--- config.mk ---
export PLATFORM = sky130hd
export DESIGN_NAME = bp_dma_arbiter
export DESIGN_NICKNAME = d
export VERILOG_FILES = /design/src/rtl/bp_dma_arbiter.sv
export SDC_FILE = /design/constraint.sdc
export NUM_CORES = 1
export LEC_CHECK = 0
export CAP_MARGIN = 25
export CORE_AREA = 2 2 196 198
export DETAILED_ROUTE_END_ITERATION = 16
export DIE_AREA = 0 0 198 200
export GPL_TIMING_DRIVEN = 0
export PLACE_DENSITY = 0.48
export RECOVER_POWER = 50
export SYNTH_ARGS = -nofsm -noshare
export SYNTH_HDL_FRONTEND = slang
export SYNTH_SLANG_ARGS = --single-unit
--- constraint.sdc ---
create_clock -name clk_i -period 2.9 [get_ports clk_i]
set_input_delay 0.725 -clock clk_i [delete_from_list [all_inputs] [get_ports clk_i]]
set_output_delay 0.725 -clock clk_i [all_outputs]
set_load 0.02 [all_outputs]
--- src/rtl/bp_dma_arbiter.sv ---
// bp_dma_arbiter: shares one bsg_cache DMA port between two requesters.
// Round-robin per packet, grant held for the whole transaction, data steered
// to/from the granted requester. All data and handshake paths are combinational.
module bp_dma_arbiter #(
    parameter int unsigned dma_pkt_width_p = 33,
    parameter int unsigned data_width_p    = 64,
    parameter int unsigned block_width_p   = 512
) (
    input  logic                            clk_i,
    input  logic                            reset_i,

    input  logic [1:0][dma_pkt_width_p-1:0] req_dma_pkt_i,
    input  logic [1:0]                      req_dma_pkt_v_i,
    output logic [1:0]                      req_dma_pkt_yumi_o,

    output logic [1:0][data_width_p-1:0]    req_dma_data_o,
    output logic [1:0]                      req_dma_data_v_o,
    input  logic [1:0]                      req_dma_data_ready_and_i,

    input  logic [1:0][data_width_p-1:0]    req_dma_data_i,
    input  logic [1:0]                      req_dma_data_v_i,
    output logic [1:0]                      req_dma_data_yumi_o,

    output logic [dma_pkt_width_p-1:0]      dma_pkt_o,
    output logic                            dma_pkt_v_o,
    input  logic                            dma_pkt_yumi_i,

    input  logic [data_width_p-1:0]         dma_data_i,
    input  logic                            dma_data_v_i,
    output logic                            dma_data_ready_and_o,

    output logic [data_width_p-1:0]         dma_data_o,
    output logic                            dma_data_v_o,
    input  logic                            dma_data_yumi_i
);

    localparam int unsigned Beats = block_width_p / data_width_p;
    localparam int unsigned BeatW = (Beats > 1) ? $clog2(Beats) : 1;
    localparam logic [BeatW-1:0] LastBeat = BeatW'(Beats - 1);

    typedef enum logic [1:0] {
        StIdle,
        StRead,
        StWrite
    } state_e;

    state_e           state_q, state_d;
    logic             grant_q, grant_d;
    logic             prio_q, prio_d;
    logic [BeatW-1:0] beat_q, beat_d;

    logic sel;
    logic pkt_any_v;
    logic beat_hs;

    // Arbitration and datapath steering; every valid/ready/yumi is forced low in reset.
    always_comb begin
        sel                  = req_dma_pkt_v_i[prio_q] ? prio_q : ~prio_q;
        pkt_any_v            = |req_dma_pkt_v_i;

        dma_pkt_o            = req_dma_pkt_i[sel];
        dma_pkt_v_o          = 1'b0;
        req_dma_pkt_yumi_o   = '0;

        req_dma_data_o       = {dma_data_i, dma_data_i};
        req_dma_data_v_o     = '0;
        dma_data_ready_and_o = 1'b0;

        dma_data_o           = req_dma_data_i[grant_q];
        dma_data_v_o         = 1'b0;
        req_dma_data_yumi_o  = '0;

        beat_hs              = 1'b0;

        if (!reset_i) begin
            unique case (state_q)
                StIdle: begin
                    dma_pkt_v_o             = pkt_any_v;
                    // Yumi only ever follows a valid on the selected requester.
                    req_dma_pkt_yumi_o[sel] = dma_pkt_yumi_i & pkt_any_v;
                end
                StRead: begin
                    req_dma_data_v_o[grant_q] = dma_data_v_i;
                    dma_data_ready_and_o      = req_dma_data_ready_and_i[grant_q];
                    beat_hs                   = dma_data_v_i & req_dma_data_ready_and_i[grant_q];
                end
                StWrite: begin
                    dma_data_v_o                 = req_dma_data_v_i[grant_q];
                    req_dma_data_yumi_o[grant_q] = dma_data_yumi_i & req_dma_data_v_i[grant_q];
                    beat_hs                      = dma_data_yumi_i & req_dma_data_v_i[grant_q];
                end
                default: ;
            endcase
        end
    end

    // Next-state: latch grant on packet accept, count beats, hand priority over on completion.
    always_comb begin
        state_d = state_q;
        grant_d = grant_q;
        prio_d  = prio_q;
        beat_d  = beat_q;

        unique case (state_q)
            StIdle: begin
                if (dma_pkt_v_o && dma_pkt_yumi_i) begin
                    grant_d = sel;
                    beat_d  = '0;
                    state_d = req_dma_pkt_i[sel][dma_pkt_width_p-1] ? StWrite : StRead;
                end
            end
            StRead, StWrite: begin
                if (beat_hs) begin
                    // Beat count is a power of two, so the counter wraps to 0 on its own.
                    beat_d = beat_q + 1'b1;
                    if (beat_q == LastBeat) begin
                        state_d = StIdle;
                        prio_d  = ~grant_q;
                    end
                end
            end
            default: state_d = StIdle;
        endcase
    end

    // State registers with synchronous active-high reset.
    always_ff @(posedge clk_i) begin
        if (reset_i) begin
            state_q <= StIdle;
            grant_q <= 1'b0;
            prio_q  <= 1'b0;
            beat_q  <= '0;
        end else begin
            state_q <= state_d;
            grant_q <= grant_d;
            prio_q  <= prio_d;
            beat_q  <= beat_d;
        end
    end

endmodule

-- Word level (Yosys, flattened, before mapping)
Index checks and enable logic that the tools add are counted.
- output and inout port bits: 234
- memories: 0
- memory bits (read-only): 0
- bits in registers: 7
- input bits: 269
- latch bits: 0
- word-level logic and storage cells: 72
- bits in writable memories: 0
- eq/ne operators: 6
- div/mod/pow operators: 0
- add/sub/neg operators: 1
- muxes and demuxes: 37
- order comparisons: 5
- $mul: 0
- reductions and logical operators: 11
- bitwise operators: 8
- shifts and indexed selects: 0
- operators with widths (kind ; number):
    $mux W64 ; 2
    $mux W33 ; 2
    $mux W2 ; 10
    $mux W1 ; 16
    $reduce_and A3 Y1 ; 3
    $and A2 B2 Y2 ; 3
    $lt A1 B2 Y1 const B ; 3
    $mux W3 ; 2
    $ne A2 B2 Y1 const B ; 3
    $pmux W3 S2 ; 1
    $pmux W2 S2 ; 1
    $reduce_or A2 Y1 ; 2
    $add A3 B1 Y3 const B ; 1
    $and A1 B1 Y1 ; 3
    $eq A3 B3 Y1 const B ; 1
    $logic_and A1 B1 Y1 ; 3
    $demux W1 S1 ; 2
    $eq A2 B1 Y1 const B ; 1
    $eq A2 B2 Y1 const B ; 1
    $ge A1 B1 Y1 const B ; 2
    $logic_not A2 Y1 ; 1
    $not A1 Y1 ; 2
    $pmux W1 S2 ; 1
    $reduce_and A2 Y1 ; 1
    $reduce_bool A2 Y1 ; 1

-- Depth between registers and ports, before layout
- depth in word-level cells: 10
- mapped depth: 6
- mapped depth without buffers: 6

-- Least setup slack after synthesis
No wires, ideal clock.
- path type: in2out
- start point: in req_dma_pkt_v_i[1]
- end point: out dma_pkt_o[0]
- cell stages on the path: 4
- required time: 2.175 ns
- buffers on the path: 1
- slack: 0.470 ns
- arrival: 1.705 ns
- path through: nand2b_1 > nand2_1 > buf_2 > mux2_2
- longest elaborated chain between the ends: 5
- ends and longest elaborated chain (what ; RTL line ; RTL):
    start, declared ; 13 ; input logic [1:0] req_dma_pkt_v_i,
    $mux W1 (not written as such) (2 in a row) ; 58 ; sel = req_dma_pkt_v_i[prio_q] ? prio_q : ~prio_q;
    $mux W1 ; 58 ;
    $mux W33 (not written as such) (2 in a row) ; 61 ; dma_pkt_o = req_dma_pkt_i[sel];
    end, declared ; 24 ; output logic [dma_pkt_width_p-1:0] dma_pkt_o,
No other way between the ends. The select of a mux whose other input is x is not followed.

-- Worst setup path after layout
- start point: in req_dma_pkt_v_i[1]
- end point: out dma_pkt_o[18]
The elaborated chain is that of the path after synthesis.

==> impl_metrics.xml <==
<?xml version="1.0" encoding="UTF-8"?>
<metrics>
  <group name="detailed_routing">
    <metric name="detailedRoute.firstPassIterationCount" unit="">4</metric>
    <metric name="post-route-drc-count" unit="">0</metric>
    <metric name="wl_per_cell" unit="µm">14.7</metric>
    <metric name="route.final.wire_length" unit="µm">18700</metric>
    <metric name="detail_route.iter0.violations" unit="">60</metric>
    <metric name="postRouteAntennaNets" unit="">0</metric>
    <metric name="post_drt_via_cell_ratio" unit="">2.92</metric>
    <metric name="num_vias" unit="">3688</metric>
  </group>
  <group name="yosys">
    <metric name="post_synth_instance_area" unit="µm²">2660</metric>
    <metric name="synthesized_netlist_net_count" unit="">580</metric>
    <metric name="synth-seq-area-share" unit="%">5.26</metric>
    <metric name="yosys.cell_types.count" unit="">31</metric>
    <metric name="synth.avg_cell_area" unit="µm²">8.71</metric>
    <metric name="synthCells" unit="">306</metric>
    <metric name="yosys_register_bits" unit="">7</metric>
    <metric name="yosysWarningCount" unit="">0</metric>
  </group>
  <group name="floorplanning">
    <metric name="core-area" unit="µm²">37400</metric>
    <metric name="die_height" unit="µm">200</metric>
    <metric name="floorplan.die_area" unit="µm²">39600</metric>
    <metric name="top_level_port_count" unit="">503</metric>
    <metric name="initial_utilization" unit="%">7.12</metric>
    <metric name="rows" unit="">71</metric>
    <metric name="floorplan.die.width" unit="µm">198</metric>
  </group>
  <group name="final_layout">
    <metric name="final_core_util" unit="%">21.1</metric>
    <metric name="multi_input_comb_area" unit="µm²">1540</metric>
    <metric name="final_common_cell" unit="">sky130_fd_sc_hd__clkdlybuf4s50_1</metric>
    <metric name="share_of_layout_cells_above_drive_strength_1" unit="%">36.6</metric>
    <metric name="num-fill-cells" unit="">4145</metric>
    <metric name="antennaDiodeCount" unit="">0</metric>
    <metric name="layout_common_cells" unit="">sky130_fd_sc_hd__clkdlybuf4s50_1 (273), sky130_fd_sc_hd__buf_4 (135), sky130_fd_sc_hd__dlygate4sd3_1 (114)</metric>
    <metric name="design.final.nets" unit="">1029</metric>
    <metric name="areaGrowthSynthToFinish" unit="%">196</metric>
    <metric name="area.sequential" unit="µm²">140</metric>
  </group>
  <group name="timing">
    <metric name="finalSetupViolations" unit="">0</metric>
    <metric name="fmax" unit="GHz">0.351</metric>
    <metric name="tightestPinTransition" unit="ns">0.420</metric>
    <metric name="hold_viol" unit="">0</metric>
    <metric name="rsz0062_at_grt" unit="">no</metric>
    <metric name="skew" unit="ns">0.00119</metric>
    <metric name="hold_slack" unit="ns">0.492</metric>
    <metric name="report.final.slew_viol_count" unit="">0</metric>
    <metric name="finalCriticalPeriod" unit="ns">2.85</metric>
    <metric name="final_period_utilization" unit="%">98.1</metric>
    <metric name="maxSlewHeadroom" unit="%">71.4</metric>
    <metric name="totalNegativeSetupSlack" unit="ns">0</metric>
  </group>
  <group name="global_routing">
    <metric name="use_met1" unit="%">10.3</metric>
    <metric name="grt_antenna_before_repair" unit="">0</metric>
    <metric name="grt_first_pass_wirelength" unit="µm">23600</metric>
    <metric name="grt_util_all_layers" unit="%">8.04</metric>
    <metric name="routing_layer_with_the_top_usage_in_global_route" unit="">met2</metric>
    <metric name="largest_net_degree_at_the_start_of_global_routing" unit="">11</metric>
    <metric name="grt-ovfl-total" unit="">0</metric>
    <metric name="via_count_of_the_first_global_routing_pass" unit="">3545</metric>
    <metric name="grtUsageMet3" unit="%">1.02</metric>
    <metric name="grtUsageMet2" unit="%">15.1</metric>
  </group>
  <group name="placed_design">
    <metric name="post-dp-hpwl" unit="µm">16800</metric>
    <metric name="gpl_congestion" unit="">0.750</metric>
    <metric name="port-buffer-count" unit="">438</metric>
  </group>
  <group name="cts">
    <metric name="cts_buffers" unit="">3</metric>
    <metric name="cts_root_buffer" unit="">sky130_fd_sc_hd__clkbuf_16</metric>
    <metric name="htree_num_levels" unit="">1</metric>
    <metric name="cts_tree" unit="">yes</metric>
    <metric name="clk_pin_slew" unit="ns">0.04</metric>
    <metric name="clock_latency_on_the_worst_skew_pair" unit="ns">0.23</metric>
    <metric name="clkSinkCount" unit="">7</metric>
    <metric name="cts.path.max_buffers" unit="">2</metric>
  </group>
  <group name="pwr">
    <metric name="total_power" unit="µW">2060</metric>
    <metric name="p_per_cell_area" unit="nW/µm²">262</metric>
    <metric name="vdd.ir_drop.worst" unit="mV">0.243</metric>
    <metric name="p_leak" unit="µW">0.00326</metric>
  </group>
  <group name="worst_setup_path">
    <metric name="cp-start-kind" unit="">primary input</metric>
    <metric name="critical_path.max_fanout" unit="">10</metric>
    <metric name="worst-endpoint-arrival" unit="ns">2.12</metric>
    <metric name="critPathRequiredTime" unit="ns">2.17</metric>
    <metric name="critical_path.endpoint_type" unit="">output port</metric>
    <metric name="worst-setup-path-type" unit="">primary input to output port</metric>
  </group>
  <group name="run">
    <metric name="drv_cap" unit="">0</metric>
  </group>
  <group name="hold_path">
    <metric name="type_of_the_tightest_min_delay_check" unit="">flip-flop to flip-flop</metric>
  </group>
  <group name="outcome">
    <metric name="outcome" unit="">completed</metric>
  </group>
</metrics>
-- metal layers --
layer  routed length [µm]  share of wire (%)
met3                  997                5.3
met2                10000                 54
met4                    6              0.032
met5                    0                  0
met1                 7620                 41
-- through the flow --
stage | cells | worst slack [ns] | cell area, µm²
after detailed placement | 1255 | -0.903 | 7690
after global routing | 1265 | 0.00193 | 7880
after floorplan | 306 | 0.470 | 2660
final | 1265 | 0.0540 | 7880
after global placement | 1255 | -0.906 | 7690
after CTS | 1265 | 0.00421 | 7870
-- cell type report --
cell class              count  share of cell area, %
repair buffers            444                   55.7
inverters                   4                  0.191
flip-flops and latches      7                   1.78
multi-input cells         154                   19.5
plain buffers             141                   13.6
well taps                 511                   8.11
clock buffers               4                   1.00
-- synth_stat cells, drive strengths merged --
cell type	number	share of area [%]
nand3b	2	0.56
dfxtp	7	5.3
a21bo	1	0.38
nand4b	2	0.66
a31oi	3	0.70
nor3	1	0.19
nor3b	3	0.85
a221o	1	0.38
nor2b	3	0.70
nand2	7	0.99
a41o	1	0.38
clkbuf	2	0.28
buf	139	38
a32oi	1	0.33
o22a	1	0.33
nand2b	4	0.94
and4	1	0.33
mux2i	4	1.5
ha	5	2.3
and2	1	0.24
a21oi	2	0.38
nand3	6	1.1
mux2	97	41
inv	4	0.56
nor2	5	0.70
o2bb2ai	1	0.33
or2	1	0.24
o22ai	1	0.24
-- cell families (layout without fill, tap and decap cells) --
group | after synthesis | in the layout | share of synthesized area (%)
muxes | 101 | 101 | 42.6
and+or+nand+nor | 36 | 36 | 7.52
AOI/OAI and AO/OA | 12 | 12 | 3.43
buffers and inverters | 145 | 593 | 38.8
DFF | 7 | 7 | 5.26
adders and majority gates | 5 | 5 | 2.35
-- sequential cells by signal (all words and copies together), names as in the netlist --
signal	flops
beat_q	3
state_q	2
grant_q	1
prio_q	1
-- timing repair --
| action | 4_1_cts | 5_1_grt |
|---|---|---|
| setup buffers | 4 | 0 |
| hold buffers | 0 | 0 |
| gates resized for setup | 135 | 13 |
| pin swaps | 1 | 1 |
| cloned | 2 | 0 |
| endpoints found under the setup margin | 105 | 21 |
-- power by group --
group,total (µW),switching (µW),internal [µW]
logic,1710,752,955
registers,118,7.80,110
clock network,236,53.1,183
-- final timing paths --
check	end	cells past startpoint	slack, ns	startpoint
worst max-delay path	dma_pkt_o[18]	6	0.05	req_dma_pkt_v_i[1]
worst min-delay path	beat_q[2]	2	0.49	beat_q[2]
worst max register to register	state_q[1]	6	0.97	state_q[0]
worst min register to register	beat_q[2]	2	0.49	beat_q[2]
-- critical path, cell delays in order --
cell	delay (ns)
sky130_fd_sc_hd__dlygate4sd2_1	0.24
sky130_fd_sc_hd__nand2b_4	0.17
sky130_fd_sc_hd__nand2_8	0.14
sky130_fd_sc_hd__buf_8	0.16
sky130_fd_sc_hd__mux2_2	0.35
sky130_fd_sc_hd__dlygate4sd2_1	0.32
No activity file was read; power rests on OpenSTA's default activity.
==> RTL change 1, RTL diff (config.mk and constraints unchanged) <==
The 3 states of `state_e` get a one-hot encoding in 3 bits.
--- a/src/rtl/bp_dma_arbiter.sv
+++ b/src/rtl/bp_dma_arbiter.sv
@@ -38,10 +38,10 @@
     localparam int unsigned BeatW = (Beats > 1) ? $clog2(Beats) : 1;
     localparam logic [BeatW-1:0] LastBeat = BeatW'(Beats - 1);
 
-    typedef enum logic [1:0] {
-        StIdle,
-        StRead,
-        StWrite
+    typedef enum logic [2:0] {
+        StIdle  = 3'b001,
+        StRead  = 3'b010,
+        StWrite = 3'b100
     } state_e;
 
     state_e           state_q, state_d;
Behaviour: no difference found for any inputs over 10 cycles, from zero or initial values and one cycle with reset_i high; not proved beyond that.
==> RTL change 1 against the original RTL <==
  * Wire length rose by 2.2%
  * Worst hold slack improved by 1.3 ps
  * Sequential share of layout area rose by 0.26 points
  * Sequential cell count rose by 1
  * Utilization barely moved
  * Cell area barely moved
  * Setup slack got worse by 13 ps
  * Power rose by 3.1%
  * Clock skew barely moved
  * Register-to-register slack improved by 170 ps
  * Area after synthesis fell by 0.38%
==> RTL change 1: results (changes against the original RTL) <==
The post-synth net total came out at 574 (-1.0%). The global routing usage on met1 is 7.42% (-2.9 points). The peak supply drop is 0.172 mV (-29%).

The worst-path maximum fanout came out at 10 (unchanged). The post-route non-filler standard cell count came out at 1260 (-0.40%). The worst clock skew is 1.36 ps (+0.170 ps). The synthesized instance count came out at 303 (-0.98%). The CTS clock-pin slew for the worst setup and hold paths is 40 ps (about the same). The run finished with clean final reports. The number of buffers between clock root and the deepest sink was 2 (unchanged). The routability congestion estimate from global placement came to 0.711 (-5.2%). The post-DP HPWL came to 17.6 mm (+4.7%). For this run, the leading register cell type out of synthesis is sky130_fd_sc_hd__dfxtp_1. The first-pass iteration count of the detailed router is 4 (unchanged). The first-pass GRT wire length is 24.3 mm (+3.2%). The tightest slew margin relative to the limit is 61.2% (-10 points). The layout cell share with drive strength beyond 1 is 35.6% (-0.96 points). The number of antenna repair diodes is 0 (unchanged). By count the netlist is led by sky130_fd_sc_hd__buf_4, sky130_fd_sc_hd__mux2_2, sky130_fd_sc_hd__clkbuf_1, sky130_fd_sc_hd__dfxtp_1, sky130_fd_sc_hd__nand2_1.

The layout net count is 1022 (-0.68%). Sorting the synthesized cells by area gives the leading types as sky130_fd_sc_hd__mux2_2, sky130_fd_sc_hd__buf_4, sky130_fd_sc_hd__dfxtp_1. The synthesis warning total is 0 (unchanged).

The largest registers in the layout are beat_q (3), state_q (3). The share of flip-flops with an asynchronous set or reset after synthesis came out at 0% (unchanged). The via density per instance is 3.05 (+4.7%). The clock insertion delay at the later pin of the skew report is 230 ps (about the same). The wire length after detailed routing is 19.1 mm (+2.2%).

The met2 usage is 19.2% (+4.1 points). The number of distinct library cells after synthesis came out at 35 (+13%). The initial antenna violation count came out at 11 (+11). The reported leakage power was 3.09 nW (-5.2%). The maximum number of pins on one net before global-route repair came out at 11 (unchanged). The number of DRC markers after the initial detailed-route iteration is 88 (+47%). The H-tree level count came out at 1 (unchanged). The cell chosen for the clock root is sky130_fd_sc_hd__clkbuf_16. The quantity of I/O buffers inserted on ports came out at 438 (unchanged). The global router's overall resource usage came out at 8.51% (+0.46 points).

The proportion of synthesized chip area in sequential cells came out at 6.03% (+0.77 points). The min-delay analysis places its worst path in the category reg2reg. The number of buffers added by the clock tree synthesis step is 3 (unchanged). The via count of the first global-routing pass was 3835 (+8.2%). The pre-CTS setup slack came out at -834 ps (+68.6 ps). Data arrives at the worst endpoint at 2130 ps. The met3 track utilization from global routing came out at 2.59% (+1.6 points).
## RTL change 1: routing by layer
| metal | part of all wire, % | vias up |
|---|---|---|
| li1 | - | 1814 |
| met1 | 30 | 1679 |
| met2 | 58 | 320 |
| met3 | 11 | 26 |
| met4 | 0.71 | 6 |
| met5 | 0.19 | - |
## RTL change 1: power breakdown
part	internal [mW]	leakage, nW	switching, mW	total [mW]
clock	0.178	0.0370	0.0579	0.236
sequential	0.130	0.0652	0.0269	0.157
combinational	0.991	2.99	0.740	1.73
total	1.30	3.09	0.825	2.13
## RTL change 1: kinds of logic (layout without fill, tap and decap cells)
logic type	count (synthesis)	count (layout)	synth area share, %
flip-flops	8	8	6.03
buffers and inverters	144	590	38.8
AND/OR/NAND/NOR	29	29	6.08
AO/OA/AOI/OAI	20	20	5.75
multiplexers	100	100	42.4
adder cells (fa/ha/maj)	2	2	0.943
## RTL change 1: final cells by class
cell class | count | area (µm²)
Multi-Input combinational cell | 151 | 1540
Clock buffer | 3 | 75.1
Timing Repair Buffer | 443 | 4380
Inverter | 3 | 11.3
Tap cell | 511 | 639
Sequential cell | 8 | 160
Buffer | 141 | 1060
Fill cell | 4126 | 29500
## RTL change 1: what timing repair did
item | 4_1_cts | 5_1_grt
resized for setup | 91 | 23
buffers inserted | 3 | 2
pin swaps | 2 | 0
setup endpoints to repair | 97 | 32
## RTL change 1: worst paths after layout
kind / cells after the start / end / slack (ps) / start
worst min register to register: 2 / beat_q[2]$_SDFFE_PP0P_ / 490 / beat_q[2]$_SDFFE_PP0P_
worst max-delay path: 6 / dma_pkt_o[26] / 40 / req_dma_pkt_v_i[1]
worst min-delay path: 2 / beat_q[2]$_SDFFE_PP0P_ / 490 / beat_q[2]$_SDFFE_PP0P_
worst max register to register: 5 / state_q[2]$_SDFFE_PP0P_ / 1140 / grant_q$_SDFFE_PP0P_
## RTL change 1: critical path: stages
cell and delay, ps:
sky130_fd_sc_hd__dlygate4sd2_1 290, sky130_fd_sc_hd__nand2b_4 200, sky130_fd_sc_hd__nand2_8 110, sky130_fd_sc_hd__buf_12 140
sky130_fd_sc_hd__mux2_2 330, sky130_fd_sc_hd__dlygate4sd2_1 330
## RTL change 1: through the flow
stage,TNS [ps],instance area (µm²)
finish,0,7870
global route,-76.1,7870
CTS,0,7840
detailed placement,-26790,7680
global placement,-26560,7680
floorplan,0,2650
==> RTL change 2, RTL diff (config.mk and constraints unchanged) <==
Without the edit above. Set the parameter `block_width_p` to 256 (it was 512).
--- a/src/rtl/bp_dma_arbiter.sv
+++ b/src/rtl/bp_dma_arbiter.sv
@@ -4,7 +4,7 @@
 module bp_dma_arbiter #(
     parameter int unsigned dma_pkt_width_p = 33,
     parameter int unsigned data_width_p    = 64,
-    parameter int unsigned block_width_p   = 512
+    parameter int unsigned block_width_p   = 256
 ) (
     input  logic                            clk_i,
     input  logic                            reset_i,
Formal check against the unedited RTL: not equivalent (a bounded check fails within 10 cycles, from zero or initial values and one cycle with reset_i high).
==> RTL change 2 against the original RTL <==
  * Register-to-register slack hardly changed
  * Wire length is 12% lower
  * Area after synthesis is 2.9% lower
  * Cell count is 0.79% lower
  * Sequential power is 8% lower
  * Worst hold slack worse by 11 ps
  * Setup slack better by 21 ps
  * Cell area is 0.92% lower
  * Critical path depth stayed put
  * Power is 1.9% lower
  * Sequential cell count is 1 lower
==> RTL change 2: results (changes against the original RTL) <==
The met3 wire length came out at 1.13 mm (+13%). The pre-CTS setup slack came out at -1000 ps (-101 ps). The flow ran to the end, and the final reports show no timing, DRC or antenna violations. The flip-flop and latch share of the layout cell area came to 1.54% (-0.24 points). The clock tree buffer count of the final layout was 3 (-1). The largest stage delay on the critical path came out at 330 ps (-20 ps). The footprint of the multi-input gates came out at 1450 µm² (-5.5%). The length of routed met2 wiring was 8.93 mm (-11%). The reported leakage power came to 3.16 nW (-3.2%).

The largest registers in the layout are beat_q (2), state_q (2). The worst-path maximum fanout was 5 (-5). The per-instance average area after synthesis is 8.71 µm² (about the same).

The proportion of synthesized chip area in sequential cells came out at 4.64% (-0.62 points). The worst path arrival time came out at 2100 ps (-20 ps). The number of cells on the worst reg-to-reg path came to 7 (+1). The maximum achievable frequency came out at 0.354 GHz (+0.74%). The path with the worst hold slack has its endpoint at beat_q[1]$_SDFFE_PP0P_. The peak supply drop came to 0.153 mV (-37%).

The global router's overall resource usage is 7.34% (-0.70 points). The cell count after placement came out at 1246 (-0.72%). The number of distinct library cells after synthesis was 26 (-16%). The number of clock sinks is 6 (-1). The startpoint of the lowest-slack hold path is beat_q[1]$_SDFFE_PP0P_. The length of routed wiring on met1 came out at 6.29 mm (-18%). The final core utilization is 20.9% (-0.19 points). The number of DRC markers after the initial detailed-route iteration is 56 (-6.7%). The first-pass GRT wire length is 21.6 mm (-8.4%). In this run the critical register-to-register path is captured at state_q[0]$_SDFFE_PP0P_. The net switching power figure is 0.805 mW (-1.0%).

The internal power summed over all cells came to 1.22 mW (-2.5%). The worst hold slack is 481 ps (-10.8 ps). The number of non-clock inverters in the layout is 5 (+1). The routability congestion estimate from global placement is 0.731 (-2.5%).

The via density per instance came out at 2.84 (-2.5%). The global routing usage on met1 came out at 8.55% (-1.8 points). The power in the clock group came to 0.229 mW (-3%). The fraction of the mapped netlist area in compound gates is 3.10% (-0.33 points). The combinational share of power came out at 83.3% (+0.5 points).
-- RTL change 2: cell count changes after synthesis, moves of 3 or more --
cell / before / now
sky130_fd_sc_hd__nand3_1: 6 / 1
sky130_fd_sc_hd__a31oi_1: 3 / 0
sky130_fd_sc_hd__nand2_1: 7 / 4
sky130_fd_sc_hd__buf_1: 4 / 0
sky130_fd_sc_hd__nor2b_1: 3 / 0
sky130_fd_sc_hd__clkbuf_1: 2 / 5
sky130_fd_sc_hd__nor2_1: 5 / 10
-- RTL change 2: worst max-delay path by stage --
stage / to / depth (start not counted)
CTS: req_dma_pkt_yumi_o[1] / 7
global placement: dma_pkt_o[10] / 6
global route: dma_data_o[24] / 4
finish: dma_pkt_o[6] / 6
floorplan: dma_pkt_o[0] / 4
detailed placement: dma_pkt_o[10] / 6
-- RTL change 2: what timing repair did --
action                                  4_1_cts  5_1_grt
pin swaps                                     1        1
endpoints found under the setup margin       99       30
endpoints found under the hold margin         0        0
setup buffers                                 4        0
resized for setup                           150       12
gates cloned                                  2        0
